==> src/rtl/fasttwosum_sched.sv <==
// Round-robin scheduler feeding one shared fasttwosum datapath from NUM_REQ requesters.
// Issue is credit-limited so every result always has a slot in the result FIFO.
module fasttwosum_sched #(
    parameter int EXP_WIDTH_I  = 5,
    parameter int MANT_WIDTH_I = 2,
    parameter int NUM_REQ      = 4,
    parameter int PIPE_LAT     = 4,
    parameter int FIFO_DEPTH   = 8,
    localparam int BW          = 1 + EXP_WIDTH_I + MANT_WIDTH_I,
    localparam int IDW         = $clog2(NUM_REQ)
) (
    input  logic                      clk_i,
    input  logic                      rst_i,
    input  logic                      enable_i,
    input  logic [NUM_REQ-1:0]        req_valid_i,
    output logic [NUM_REQ-1:0]        req_ready_o,
    input  logic [NUM_REQ*4*BW-1:0]   req_data_i,
    output logic                      dp_valid_o,
    output logic [BW-1:0]             dp_e0_o,
    output logic [BW-1:0]             dp_e1_o,
    output logic [BW-1:0]             dp_e2_o,
    output logic [BW-1:0]             dp_e3_o,
    input  logic [BW-1:0]             dp_sum_a_i,
    input  logic [BW-1:0]             dp_sum_b_i,
    input  logic [BW-1:0]             dp_error_a_i,
    input  logic [BW-1:0]             dp_error_b_i,
    output logic                      res_valid_o,
    input  logic                      res_ready_i,
    output logic [IDW-1:0]            res_id_o,
    output logic [4*BW-1:0]           res_data_o,
    output logic                      busy_o
);
    localparam int PW = 4 * BW;
    localparam int CW = $clog2(FIFO_DEPTH + 1);
    localparam int AW = $clog2(FIFO_DEPTH);

    logic [IDW-1:0]     r_rr_ptr;
    logic [CW-1:0]      r_credits;
    logic               r_dp_valid;
    logic [IDW-1:0]     r_dp_id;
    logic [PW-1:0]      r_dp_pkt;
    logic [PIPE_LAT-1:0] r_tag_valid;
    logic [IDW-1:0]     r_tag_id [PIPE_LAT];
    logic [IDW+PW-1:0]  r_mem [FIFO_DEPTH];
    logic [AW-1:0]      r_wr_ptr;
    logic [AW-1:0]      r_rd_ptr;
    logic [CW-1:0]      r_mem_cnt;
    logic               r_res_valid;
    logic [IDW-1:0]     r_res_id;
    logic [PW-1:0]      r_res_data;

    logic               w_can_issue;
    logic [IDW-1:0]     w_grant_id;
    logic [IDW-1:0]     w_cand;
    logic               w_found;
    logic [PW-1:0]      w_sel_pkt;
    logic               w_pop;
    logic               w_push;
    logic [IDW+PW-1:0]  w_push_entry;
    logic               w_head_load;
    logic               w_mem_empty;
    logic               w_bypass;
    logic               w_mem_wr;
    logic               w_mem_rd;

    // Rotating priority scan starting just after the last granted requester.
    always_comb begin
        w_found    = 1'b0;
        w_grant_id = '0;
        w_cand     = '0;
        for (int k = 1; k <= NUM_REQ; k++) begin
            w_cand = IDW'((int'(r_rr_ptr) + k) % NUM_REQ);
            if (!w_found && req_valid_i[w_cand]) begin
                w_found    = 1'b1;
                w_grant_id = w_cand;
            end
        end
    end

    assign w_can_issue = !rst_i && enable_i && (r_credits < CW'(FIFO_DEPTH)) && w_found;
    assign req_ready_o = w_can_issue ? (NUM_REQ'(1) << w_grant_id) : '0;
    assign w_sel_pkt   = req_data_i[w_grant_id*PW +: PW];

    assign w_pop        = r_res_valid & res_ready_i;
    assign w_push       = r_tag_valid[PIPE_LAT-1];
    assign w_push_entry = {r_tag_id[PIPE_LAT-1], dp_error_b_i, dp_error_a_i, dp_sum_b_i, dp_sum_a_i};
    assign w_head_load  = !r_res_valid || res_ready_i;
    assign w_mem_empty  = (r_mem_cnt == '0);
    // An empty FIFO lets the incoming result go straight into the head register.
    assign w_bypass     = w_head_load && w_mem_empty && w_push;
    assign w_mem_wr     = w_push && !w_bypass;
    assign w_mem_rd     = w_head_load && !w_mem_empty;

    always_ff @(posedge clk_i or posedge rst_i) begin
        if (rst_i) begin
            r_rr_ptr   <= IDW'(NUM_REQ - 1);
            r_dp_valid <= 1'b0;
            r_dp_id    <= '0;
            r_dp_pkt   <= '0;
            r_credits  <= '0;
        end else begin
            r_dp_valid <= w_can_issue;
            if (w_can_issue) begin
                r_dp_id  <= w_grant_id;
                r_dp_pkt <= w_sel_pkt;
                r_rr_ptr <= w_grant_id;
            end
            if (w_can_issue && !w_pop) begin
                r_credits <= r_credits + 1'b1;
            end else if (!w_can_issue && w_pop) begin
                r_credits <= r_credits - 1'b1;
            end
        end
    end

    always_ff @(posedge clk_i or posedge rst_i) begin
        if (rst_i) begin
            r_tag_valid <= '0;
            for (int s = 0; s < PIPE_LAT; s++) begin
                r_tag_id[s] <= '0;
            end
        end else begin
            r_tag_valid[0] <= r_dp_valid;
            r_tag_id[0]    <= r_dp_id;
            for (int s = 1; s < PIPE_LAT; s++) begin
                r_tag_valid[s] <= r_tag_valid[s-1];
                r_tag_id[s]    <= r_tag_id[s-1];
            end
        end
    end

    always_ff @(posedge clk_i) begin
        if (w_mem_wr) begin
            r_mem[r_wr_ptr] <= w_push_entry;
        end
    end

    always_ff @(posedge clk_i or posedge rst_i) begin
        if (rst_i) begin
            r_wr_ptr    <= '0;
            r_rd_ptr    <= '0;
            r_mem_cnt   <= '0;
            r_res_valid <= 1'b0;
            r_res_id    <= '0;
            r_res_data  <= '0;
        end else begin
            if (w_mem_wr) begin
                r_wr_ptr <= r_wr_ptr + 1'b1;
            end
            if (w_mem_rd) begin
                r_rd_ptr <= r_rd_ptr + 1'b1;
            end
            if (w_mem_wr && !w_mem_rd) begin
                r_mem_cnt <= r_mem_cnt + 1'b1;
            end else if (!w_mem_wr && w_mem_rd) begin
                r_mem_cnt <= r_mem_cnt - 1'b1;
            end
            if (w_head_load) begin
                if (!w_mem_empty) begin
                    r_res_valid            <= 1'b1;
                    {r_res_id, r_res_data} <= r_mem[r_rd_ptr];
                end else if (w_push) begin
                    r_res_valid            <= 1'b1;
                    {r_res_id, r_res_data} <= w_push_entry;
                end else begin
                    r_res_valid <= 1'b0;
                end
            end
        end
    end

    assign dp_valid_o  = r_dp_valid;
    assign dp_e0_o     = r_dp_pkt[0*BW +: BW];
    assign dp_e1_o     = r_dp_pkt[1*BW +: BW];
    assign dp_e2_o     = r_dp_pkt[2*BW +: BW];
    assign dp_e3_o     = r_dp_pkt[3*BW +: BW];
    assign res_valid_o = r_res_valid;
    assign res_id_o    = r_res_id;
    assign res_data_o  = r_res_data;
    assign busy_o      = (r_credits != '0);
endmodule

==> config.mk <==
export PLATFORM = sky130hd
export DESIGN_NAME = fasttwosum_sched
export DESIGN_NICKNAME = d
export VERILOG_FILES = /design/src/rtl/fasttwosum_sched.sv
export SDC_FILE = /design/constraint.sdc
export NUM_CORES = 1
export LEC_CHECK = 0
export BUFFER_PORTS_ARGS = -buffer_cell sky130_fd_sc_hd__buf_2
export CORE_ASPECT_RATIO = 0.8
export CORE_UTILIZATION = 55
export CTS_CLUSTER_DIAMETER = 200
export DETAILED_ROUTE_END_ITERATION = 7
export GPL_ROUTABILITY_DRIVEN = 0
export PLACE_DENSITY = 0.77
export SLEW_MARGIN = 20
export SYNTH_ARGS = -nofsm -noshare
export SYNTH_HDL_FRONTEND = slang
export SYNTH_SLANG_ARGS = --single-unit
==> constraint.sdc <==
create_clock -name clk_i -period 6.6 [get_ports clk_i]
set_input_delay 0.33 -clock clk_i [delete_from_list [all_inputs] [get_ports clk_i]]
set_output_delay 0.33 -clock clk_i [all_outputs]
set_load 0.005 [all_outputs]
After elaboration in Yosys (flattened, before gate mapping) --
Memories as Yosys holds them, arrays and structs flattened. Index checks and enable logic that the tools add are counted.
Operators by class: $add $sub $neg 10, $lt $le $gt $ge 5, equality and inequality tests 1, shifts and indexed selects 2, muxes and demuxes 29, bitwise operators 1, reduce and logical (&&, ||, !) cells 31
Operators by type and width (count):
- $shiftx A128 B8 Y32 | 1
- $mux W32 | 2
- $mux W4 | 5
- $logic_and A1 B1 Y1 | 14
- $lt A2 B3 Y1 const B | 4
- $mux W1 | 12
- $mux W2 | 6
- $logic_not A1 Y1 | 11
- $add A4 B1 Y4 const B | 2
- $bmux W1 S2 | 4
- $sub A4 B1 Y4 const B | 2
- $add A3 B1 Y3 const B | 2
- $add A2 B1 Y2 const B | 2
- $add A2 B2 Y2 const B | 2
- $logic_not A4 Y1 | 1
- $lt A4 B4 Y1 const B | 1
- $reduce_bool A2 Y1 | 2
- $reduce_bool A4 Y1 | 1
- $shl A1 B2 Y4 const A | 1
- $ne A2 B2 Y1 const B | 1
- $reduce_and A2 Y1 | 1
- $and A1 B1 Y1 | 1
- $logic_or A1 B1 Y1 | 1
Word-level totals: register bits after elaboration 98, RAM bits 272, word-level logic and storage cells 96, memories kept 1
Memory list:
- r_mem | words 8, bits a word 34, read ports 1, clocked after Yosys merged registers in 0, write ports 1, RTL line 44 | logic [IDW+PW-1:0] r_mem [FIFO_DEPTH];

Longest topological paths before layout --
Gate-level depths: netlist of run 1.
depth after elaboration 18, mapped depth 12

Worst setup path after synthesis of run 1 --
OpenSTA, ideal clock, no wires.
path type reg2reg, from register r_mem_cnt[0], to memory r_mem[0][0] in the netlist's numbering (enable), setup time 467 ps, arrival 3297 ps, required time 6133 ps, setup slack 2836 ps, stages on the path, launching flop included 5, path buffers 0, period minus slack after synthesis 3764 ps, cells stage by stage dfrtp_1 -> nor4_4 -> a21oi_1 -> nand2b_1 -> nor3_1
On the way: cells in the longest elaborated chain, start to end 7
RTL lines:
- from (decl) | RTL line 47 | logic [CW-1:0] r_mem_cnt;
- from (signal assigned) | RTL line 154 | r_mem_cnt <= r_mem_cnt + 1'b1;
- from (signal assigned) | RTL line 156 | r_mem_cnt <= r_mem_cnt - 1'b1;
- $logic_not A4 Y1 | RTL line 88 | assign w_mem_empty = (r_mem_cnt == '0);
- $logic_and A1 B1 Y1 (2 in series) | RTL line 90 | assign w_bypass = w_head_load && w_mem_empty && w_push;
- $logic_not A1 Y1 | RTL line 91 | assign w_mem_wr = w_push && !w_bypass;
- $logic_and A1 B1 Y1 | RTL line 91
- $mux W1 | RTL line 133 | if (w_mem_wr) begin
- $mux W1 (not written as such) | RTL line 134 | r_mem[r_wr_ptr] <= w_push_entry;
- to (decl) | RTL line 44
Every way passes these cells.

Final worst setup path of run 1 --
from input port rst_i, to output port req_ready_o[1]
On the way: cells in the longest elaborated chain, start to end 5
RTL lines:
- from (decl) | RTL line 13 | input logic rst_i,
- $logic_not A1 Y1 (no line)
- $logic_and A1 B1 Y1 (3 in series) | RTL line 80 | assign w_can_issue = !rst_i && enable_i && (r_credits < CW'(FIFO_DEPTH)) && w_found;
- $mux W4 | RTL line 81 | assign req_ready_o = w_can_issue ? (NUM_REQ'(1) << w_grant_id) : '0;
- to (decl) | RTL line 16 | output logic [NUM_REQ-1:0] req_ready_o,
Every way passes these cells.

==> results.py, run 1 <==
metrics = {
    "status": {
        "status": "complete, no violations",
    },
    "timing": {
        "whs_ns": 0.0544,
        "finalCriticalPeriod_ns": 3.24,
        "worst_pin_slew_ns": 1.10,
        "timing.setup.tns_ns": 0,
        "rsz0062_at_grt": "false",
        "slew_headroom_pct": 26.8,
        "layout_setup_ws_ns": 3.36,
        "clock.fmax_mhz": 309,
        "finalHoldViolCount": 0,
        "drv_slew": 0,
        "fin_skew_ns": 0.0141,
        "setup_viol": 0,
        "finalCritPeriodShare_pct": 49.1,
    },
    "global_route": {
        "grt_max_degree": 63,
        "grt_usage_pct": 27.3,
        "grt_pass1_wl_mm": 57.8,
        "overflow": 0,
        "antenna_found_initial": 8,
        "grt_pass1_vias": 9829,
    },
    "worst_setup_path": {
        "cp_cell_sequence": "dlygate4sd3_1 > buf_2 > nor3b_1 > nand2_4 > inv_2 > buf_4 > and3_1 > buf_2",
        "worstPathMaxFanout": 37,
        "endpoint_kind": "output pin",
        "criticalPathCategory": "input port to output pin",
        "crit_arrival_ns": 2.91,
        "cp-start-kind": "input port",
        "cp_common_cell": "buf_2",
        "crit_slowest_cell": "nor3b_1",
        "cpPeakStageDelay_ns": 0.61,
        "critPathRequiredTime_ns": 6.27,
        "path_delay_family": "buffers and inverters",
        "worst-path-buf-inv": 5,
    },
    "clock_network": {
        "cts_setup_buffers": 0,
        "cts_made_buffers": 36,
        "clkSinkCount": 370,
        "postCtsHoldBufs": 1,
        "htree_levels": 2,
        "root_buffer": "clkbuf_16",
        "path_clk_slew_ns": 0.07,
        "clkLatencyLatePin_ns": 0.52,
        "cts_resized": 0,
        "clk_path_buf_depth": 3,
        "cts_tree": "built",
    },
    "run": {
        "max_cap_viol_count": 0,
    },
    "power_and_ir_drop": {
        "p_leak_nw": 6.89,
        "ir_worst_vdd_mv": 0.205,
        "power-per-cell-area_nw_per_um2": 417,
    },
    "final_layout": {
        "drive_gt1_share_pct": 27.7,
        "fill_cells": 1936,
        "stdcell_count": 1658,
        "final_cell_mix": "edfxtp_1, buf_2, mux2i_1",
        "layout_commonest_cell": "edfxtp_1",
        "syn_to_final_growth_pct": 18.1,
        "nets": 1436,
    },
    "synth": {
        "synth-warning-count": 0,
        "syn_inst": 1031,
        "yosysSeqAreaShare_pct": 69.5,
        "syn_area_sq_um": 15300,
        "async_flop_share_pct": 26.5,
        "post_synth.cell_area_avg_sq_um": 14.8,
        "syn-num-nets": 1208,
        "synth_ff_type": "edfxtp_1",
        "synth_edf_count": 272,
        "ys_seq_elements": 370,
        "synth_cell_types": 54,
    },
    "place": {
        "placed_cells": 1584,
        "pre_cts_slack_ns": 3.45,
        "dpl.hpwl_mm": 23.9,
        "port_buffers": 240,
    },
    "min_path": {
        "min_path_type": "input port to flop",
    },
    "floorplanning": {
        "die_x_um": 188,
        "die_h_um": 151,
        "io-pin-count": 241,
        "die-area_sq_um": 28500,
        "rows": 54,
        "core_sq_um": 27300,
        "initial_core_util_pct": 56.0,
    },
    "detailed_routing": {
        "dr.pass1.iters": 5,
        "routed_wl_mm": 38.7,
        "viasPerCell": 6.13,
        "drc": 0,
        "drt_iter0_markers": 815,
        "postRouteAntennaNets": 0,
        "wl_per_cell_um": 23.4,
        "vias": 10161,
    },
}
## area by class of cell
cell class	instances	area (sq um)	share of cell area, %
Clock buffer	45	986	5.46
Antenna cell	9	22.5	0.125
Multi-Input combinational cell	584	4350	24.1
Timing Repair Buffer	260	1370	7.60
Clock inverter	19	228	1.26
Tap cell	364	455	2.52
Inverter	7	28.8	0.159
Sequential cell	370	10600	58.8
## path summary, 6_finish.rpt
path	endpoint	startpoint	slack (ns)	cells past startpoint
worst max register to register	r_credits[3]$_DFFE_PP0P_	r_credits[3]$_DFFE_PP0P_	3.71	10
min in group asynchronous	r_dp_pkt[2]$_DFFE_PP0P_	rst_i	0.49	3
max in group asynchronous	r_rd_ptr[0]$_DFFE_PP0P_	rst_i	4.79	4
worst min register to register	r_tag_id[3]$_DFF_PP0_	r_tag_id[5]$_DFF_PP0_	0.35	0
worst max-delay path	req_ready_o[1]	rst_i	3.36	8
worst min-delay path	r_dp_pkt[28]$_DFFE_PP0P_	req_data_i[60]	0.05	3
## synthesized netlist by cell type (2+ instances only)
| master | number | area share (%) |
|---|---|---|
| clkbuf_1 | 23 | 0.56 |
| ha_1 | 7 | 0.57 |
| mux2_2 | 3 | 0.22 |
| edfxtp_1 | 272 | 53 |
| and3_1 | 2 | 0.082 |
| fa_1 | 2 | 0.26 |
| nand3_1 | 32 | 1.0 |
| a22oi_1 | 56 | 2.7 |
| o21ai_0 | 5 | 0.16 |
| mux2i_1 | 121 | 7.9 |
| inv_1 | 6 | 0.15 |
| and2_1 | 3 | 0.12 |
| xnor2_1 | 7 | 0.40 |
| buf_1 | 2 | 0.049 |
| o211ai_1 | 32 | 1.6 |
| nand2b_1 | 8 | 0.33 |
| nor2_1 | 75 | 1.8 |
| mux4_2 | 12 | 1.8 |
| a21oi_1 | 14 | 0.46 |
| or4_1 | 2 | 0.098 |
| nor2b_1 | 3 | 0.12 |
| a21o_1 | 4 | 0.20 |
| o22ai_1 | 7 | 0.29 |
| a31oi_1 | 60 | 2.5 |
| nand2_1 | 73 | 1.8 |
| a221oi_1 | 32 | 1.8 |
| buf_2 | 23 | 0.75 |
| dfstp_2 | 2 | 0.34 |
| o21a_1 | 2 | 0.098 |
| buf_6 | 7 | 0.52 |
| dfrtp_1 | 96 | 16 |
| nor3_1 | 2 | 0.065 |
| xor2_1 | 2 | 0.11 |
| buf_4 | 14 | 0.69 |
## where the power goes
group	internal (W)	switching [W]	total [W]
sequential	0.00290	0.000369	0.00327
clock	0.00126	0.000853	0.00211
combinational	0.000961	0.00120	0.00216
## worst register-to-register path: cells and delay by family, from the launching register on
kind,cells,cell delay (ns)
XOR/XNOR,1,0.13
adder cells (fa/ha/maj),2,0.46
flip-flops,1,0.40
multiplexers,1,0.24
AO/OA/AOI/OAI,2,0.34
AND/OR/NAND/NOR,2,0.99
buffers and inverters,2,0.26
## metrics by stage
stage / area, sq um / total power [W] / util [%]
CTS: 18000 / 0.00756 / 66.1
global route: 18100 / 0.00791 / 66.2
finish: 18100 / 0.00754 / 66.2
floorplan: 15300 / 0.00471 / -
global placement: 16800 / 0.00538 / 61.5
detailed placement: 16800 / 0.00546 / 61.6
## metal layers
layer | GRT usage, % | vias up | wire length [um]
met5 | 0 | - | 0
met3 | 5.24 | 82 | 3090
met2 | 44.9 | 493 | 19000
met4 | 13.5 | 0 | 1540
li1 | - | 4486 | -
met1 | 35.2 | 5100 | 15100
## flip-flops by register name, summed over array words and instances, names as in the netlist, 2 cells and up
name / cells
r_tag_id: 8
res_id_o: 2
r_dp_id: 2
r_tag_valid: 4
res_data_o: 32
r_credits: 4
r_rd_ptr: 3
r_mem_cnt: 4
r_wr_ptr: 3
r_rr_ptr: 2
r_dp_pkt: 32
r_mem: 272
## cells by family after synthesis
kind of cell	after synthesis	share of synthesized area, %
xor gates and xnor gates	9	0.515
and+or+nand+nor	207	5.96
DFF	370	69.5
adders and majority gates	9	0.834
muxes	136	9.91
AOI/OAI and AO/OA	223	10.5
buffers and inverters	77	2.77
Power figures use the tool's default switching activity.
==> inputs of run 2 (changes only) <==
clock period = 3.2 ns   (was 6.6 ns; I/O delays follow)
==> run 2 against run 1 <==
  * Final cell count up 6.6%
  * Sequential power rose by 110%
  * Largest cell class unchanged
  * Register-to-register slack got worse by 3.5 ns
  * Critical path depth is 2 lower
  * Total power is 110% higher
  * Largest power group unchanged
  * Global-route usage rose by 0.82 points
  * Wire length up 2.3%
  * Clock-buffer cell count up 13
  * Sequential cell count unchanged
==> results.py, run 2 (synthesis results as in run 1) <==
metrics = {
    "final_layout": {
        "nets": 1548,
        "final_cell_mix": "edfxtp_1, buf_2, mux2i_1",
        "final_util_pct": 70.1,
        "fill_cells": 1803,
        "regMostFlops": "r_mem",
        "largest_reg_flops": 272,
        "layout_commonest_cell": "edfxtp_1",
        "stdcell_count": 1768,
        "syn_to_final_growth_pct": 25.2,
        "drive_gt1_share_pct": 26.4,
    },
    "clock_network": {
        "path_clk_slew_ns": 0.07,
        "clkSinkCount": 370,
        "htree_levels": 2,
        "cts_made_buffers": 37,
        "cts_resized": 0,
        "cts_tree": "built",
        "postCtsHoldBufs": 97,
        "root_buffer": "clkbuf_16",
        "clk_path_buf_depth": 3,
        "cts_setup_buffers": 0,
        "clkLatencyLatePin_ns": 0.51,
    },
    "detailed_routing": {
        "route.met3.wl_mm": 3.01,
        "viasPerCell": 5.98,
        "top_layer": "met4",
        "drc": 0,
        "drt_iter0_markers": 766,
        "dr.pass1.iters": 5,
        "wl_per_cell_um": 22.4,
        "routed_wl_mm": 39.6,
        "vias": 10569,
        "route.met2.wl_mm": 19.0,
        "postRouteAntennaNets": 0,
        "wl_met1_mm": 15.6,
    },
    "worst_setup_path": {
        "worstPathMaxFanout": 22,
        "critPathRequiredTime_ns": 3.65,
        "criticalPathCategory": "flop to flop",
        "reg2reg_from": "r_rr_ptr[1]$_DFFE_PP1P_",
        "cp-start-kind": "flop",
        "endpoint_kind": "flop",
        "worst_r2r_path_depth": 6,
        "rrSetupSlack_ns": 0.26,
        "crit_arrival_ns": 3.39,
        "r2r-end": "r_dp_pkt[21]$_DFFE_PP0P_",
    },
    "timing": {
        "finalCritPeriodShare_pct": 91.9,
        "whs_ns": 0.0451,
        "layout_setup_ws_ns": 0.260,
        "finalHoldViolCount": 0,
        "setup_viol": 0,
        "slew_headroom_pct": 32.2,
        "rsz0062_at_grt": "false",
        "drv_slew": 0,
        "clock.fmax_mhz": 340,
        "fin_skew_ns": 0.0136,
        "finalCriticalPeriod_ns": 2.94,
        "worst_pin_slew_ns": 1.01,
        "timing.setup.tns_ns": 0,
    },
    "min_path": {
        "hold_depth": 3,
        "min_path_type": "input port to flop",
        "hold_start": "res_ready_i",
        "hold_path_end": "res_valid_o$_DFFE_PP0P_",
    },
    "power_and_ir_drop": {
        "ir_worst_vdd_mv": 0.585,
        "power-per-cell-area_nw_per_um2": 831,
        "p_leak_nw": 7.33,
    },
    "global_route": {
        "grt_usage_pct": 28.1,
        "grt_max_degree": 56,
        "grt_pass1_wl_mm": 60.8,
        "antenna_found_initial": 5,
        "overflow": 0,
        "grt_pass1_vias": 10720,
    },
    "floorplanning": {
        "core_sq_um": 27300,
        "rows": 54,
        "die_x_um": 188,
        "io-pin-count": 241,
        "initial_core_util_pct": 56.0,
        "die-area_sq_um": 28500,
        "die_h_um": 151,
    },
    "status": {
        "status": "complete, no violations",
    },
    "run": {
        "max_cap_viol_count": 0,
    },
    "place": {
        "pre_cts_slack_ns": 0.783,
        "port_buffers": 240,
        "placed_cells": 1599,
        "dpl.hpwl_mm": 24.4,
    },
}
-- run 2: through the flow --
step	instance area, sq um	power, W
after floorplan	15300	0.00973
after global placement	17000	0.0113
after detailed placement	17000	0.0114
after CTS	19100	0.0159
after global routing	19100	0.0167
final	19100	0.0159
-- run 2: per-layer routing --
metal,track usage (%),vias up
met3,5.03,122
met4,14.8,0
met1,36.2,5222
met5,0,-
li1,-,4714
met2,46.3,511
-- run 2: worst max-delay path, stage by stage (launching register included) --
cell and delay [ns]:
dfstp_2 0.68, a2bb2oi_1 0.17, o32ai_4 0.82, buf_4 0.33, a221oi_1 0.10, a31oi_1 0.21, dlygate4sd3_1 0.57
-- run 2: area by class of cell --
cell class                 count  area (sq um)  area share, %
antenna                        5          12.5         0.0654
clock buffer                  58          1110           5.78
clock inverter                 9          56.3          0.294
inverter                       7          28.8          0.150
multi-input combinational    584          4340           22.7
sequential                   370         10600           55.5
tap                          364           455           2.38
timing repair buffer         371          2510           13.1
-- run 2: report_power, final --
part / total (W) / internal, W / leakage (nW) / switching (W)
Clock: 0.00413 / 0.00239 / 0.565 / 0.00175
Sequential: 0.00671 / 0.00598 / 3.56 / 0.000725
Combinational: 0.00507 / 0.00241 / 3.20 / 0.00266
-- run 2: how the worst max path moves through the flow --
stage / start / endpoint / slack [ns] / cells after the start
after detailed placement: req_valid_i[3] / r_credits[3]$_DFFE_PP0P_ / 0.78 / 11
after global routing: r_rr_ptr[1]$_DFFE_PP1P_ / r_dp_pkt[15]$_DFFE_PP0P_ / 0.12 / 6
after floorplan: r_mem_cnt[0]$_DFFE_PP0P_ / r_mem[2][0]$_DFFE_PP_ / 0.36 / 4
after CTS: r_rr_ptr[1]$_DFFE_PP1P_ / r_dp_pkt[27]$_DFFE_PP0P_ / 0.25 / 5
after global placement: req_valid_i[3] / r_credits[3]$_DFFE_PP0P_ / 0.83 / 11
final: r_rr_ptr[1]$_DFFE_PP1P_ / r_dp_pkt[21]$_DFFE_PP0P_ / 0.26 / 6
==> inputs of run 3 (changes only) <==
==> constraint.sdc (replaced) <==
create_clock -name clk_i -period 3.2 [get_ports clk_i]
set_input_delay 0.32 -clock clk_i [delete_from_list [all_inputs] [get_ports clk_i]]
set_output_delay 0.32 -clock clk_i [all_outputs]
set_load 0.005 [all_outputs]
==> run 3 against run 2 <==
  * Clock skew decreased by 0.00076 ns
  * Core utilization decreased by 3.6 points
  * Global-route usage decreased by 1.2 points
  * Clock power about the same
  * Combinational power decreased by 8.1%
  * Worst setup slack improved by 0.011 ns
  * Critical endpoint is now req_ready_o[2]
  * Clock-buffer cell count decreased by 12
  * Die area unchanged
  * Largest power group unchanged
  * Via count decreased by 4.7%
  * Highest routed layer unchanged
  * Wire length decreased by 4.2%
  * Sequential share of layout area increased by 3.0 points
  * First-iteration DRC count increased by 3.4%
==> results.py, run 3 (synthesis results as in run 1) <==
metrics = {
    "detailed_routing": {
        "viasPerCell": 6.04,
        "top_layer": "met4",
        "vias": 10069,
        "route.met3.wl_mm": 2.80,
        "routed_wl_mm": 37.9,
        "postRouteAntennaNets": 0,
        "dr.pass1.iters": 5,
        "drt_iter0_markers": 792,
        "wl_met1_mm": 14.8,
        "route.met2.wl_mm": 18.6,
        "wl_per_cell_um": 22.7,
        "drc": 0,
    },
    "global_route": {
        "grt_pass1_wl_mm": 58.0,
        "grt_usage_pct": 26.9,
        "overflow": 0,
        "grt_max_degree": 52,
        "grt_pass1_vias": 10224,
        "antenna_found_initial": 5,
    },
    "status": {
        "status": "complete, no violations",
    },
    "final_layout": {
        "fill_cells": 1940,
        "syn_to_final_growth_pct": 18.7,
        "drive_gt1_share_pct": 28.3,
        "final_util_pct": 66.5,
        "layout_commonest_cell": "edfxtp_1",
        "regMostFlops": "r_mem",
        "nets": 1450,
        "final_cell_mix": "edfxtp_1, buf_2, mux2i_1",
        "largest_reg_flops": 272,
    },
    "timing": {
        "finalCriticalPeriod_ns": 2.93,
        "rsz0062_at_grt": "false",
        "clock.fmax_mhz": 341,
        "slew_headroom_pct": 45.3,
        "setup_viol": 0,
        "worst_pin_slew_ns": 0.820,
        "finalHoldViolCount": 0,
        "timing.setup.tns_ns": 0,
        "fin_skew_ns": 0.0129,
        "finalCritPeriodShare_pct": 91.5,
        "drv_slew": 0,
    },
    "clock_network": {
        "clkLatencyLatePin_ns": 0.52,
        "root_buffer": "clkbuf_16",
        "cts_made_buffers": 36,
        "cts_setup_buffers": 0,
        "cts_tree": "built",
        "clk_path_buf_depth": 3,
        "clkSinkCount": 370,
        "htree_levels": 2,
        "path_clk_slew_ns": 0.07,
    },
    "worst_setup_path": {
        "endpoint_kind": "output pin",
        "crit_arrival_ns": 2.61,
        "criticalPathCategory": "input port to output pin",
        "reg2reg_from": "r_mem_cnt[0]$_DFFE_PP0P_",
        "critPathRequiredTime_ns": 2.88,
        "worst_r2r_path_depth": 5,
        "cp-start-kind": "input port",
        "r2r-end": "r_mem[5][27]$_DFFE_PP_",
        "rrSetupSlack_ns": 0.82,
        "worstPathMaxFanout": 4,
    },
    "floorplanning": {
        "die_x_um": 188,
        "die_h_um": 151,
        "initial_core_util_pct": 56.0,
        "rows": 54,
        "core_sq_um": 27300,
        "io-pin-count": 241,
        "die-area_sq_um": 28500,
    },
    "min_path": {
        "hold_depth": 3,
        "hold_start": "req_data_i[21]",
        "min_path_type": "input port to flop",
        "hold_path_end": "r_dp_pkt[21]$_DFFE_PP0P_",
    },
    "power_and_ir_drop": {
        "power-per-cell-area_nw_per_um2": 849,
        "p_leak_nw": 6.92,
        "ir_worst_vdd_mv": 0.469,
    },
    "place": {
        "port_buffers": 240,
        "dpl.hpwl_mm": 24.4,
    },
    "run": {
        "max_cap_viol_count": 0,
    },
}
run 3: how the worst max path moves through the flow:
stage,start,to,slack (ns),cells past startpoint
2_1_floorplan,rst_i,dp_valid_o$_DFF_PP0_,0.32,1
3_3_place_gp,req_valid_i[2],r_credits[3]$_DFFE_PP0P_,0.68,11
3_5_place_dp,req_valid_i[2],r_credits[3]$_DFFE_PP0P_,0.67,11
4_1_cts,rst_i,req_ready_o[2],0.27,7
5_1_grt,rst_i,req_ready_o[2],0.12,7
6_report,rst_i,req_ready_o[2],0.27,7
run 3: final cells by class:
cell class	instances	area, sq um	share of cell area (%)
flip-flops and latches	370	10600	58.5
multi-input cells	584	4340	23.9
repair buffers	274	1550	8.52
clock buffers	46	990	5.45
well taps	364	455	2.51
clock inverters	17	144	0.793
inverters	7	28.8	0.159
diodes	6	15.0	0.0827
run 3: power by group:
group | switching [W] | internal [W] | leakage, nW
clock network | 0.00174 | 0.00235 | 0.549
logic | 0.00258 | 0.00208 | 2.81
registers | 0.000682 | 0.00598 | 3.56
run 3: metal layers:
layer	vias to the layer above	GRT usage [%]
li1	4508	-
met4	0	13.4
met2	474	44.6
met1	4990	34.3
met3	97	5.49
met5	-	0
run 3: worst max-delay path, cell delays in order:
cell and delay, ns:
dlygate4sd3_1 0.53, buf_2 0.15, nor3b_1 0.46, o21ai_0 0.19, a211oi_2 0.27, a21boi_0 0.47
buf_2 0.21
run 3: timing repair:
item,CTS,global route
gates resized for setup,0,0
hold buffers,1,0
hold endpoints to repair,50,0
run 3: per-stage QoR:
step	worst slack [ns]	hold slack (ns)	std cells	power, W	area (sq um)
2_1_floorplan	0.321	0.331	1031	0.00973	15300
5_1_grt	0.119	0.0492	1667	0.0162	18100
3_3_place_gp	0.684	0.332	1598	0.0112	17000
6_report	0.271	0.0517	1668	0.0154	18100
4_1_cts	0.274	0.0401	1662	0.0155	18100
3_5_place_dp	0.667	0.335	1598	0.0114	17000
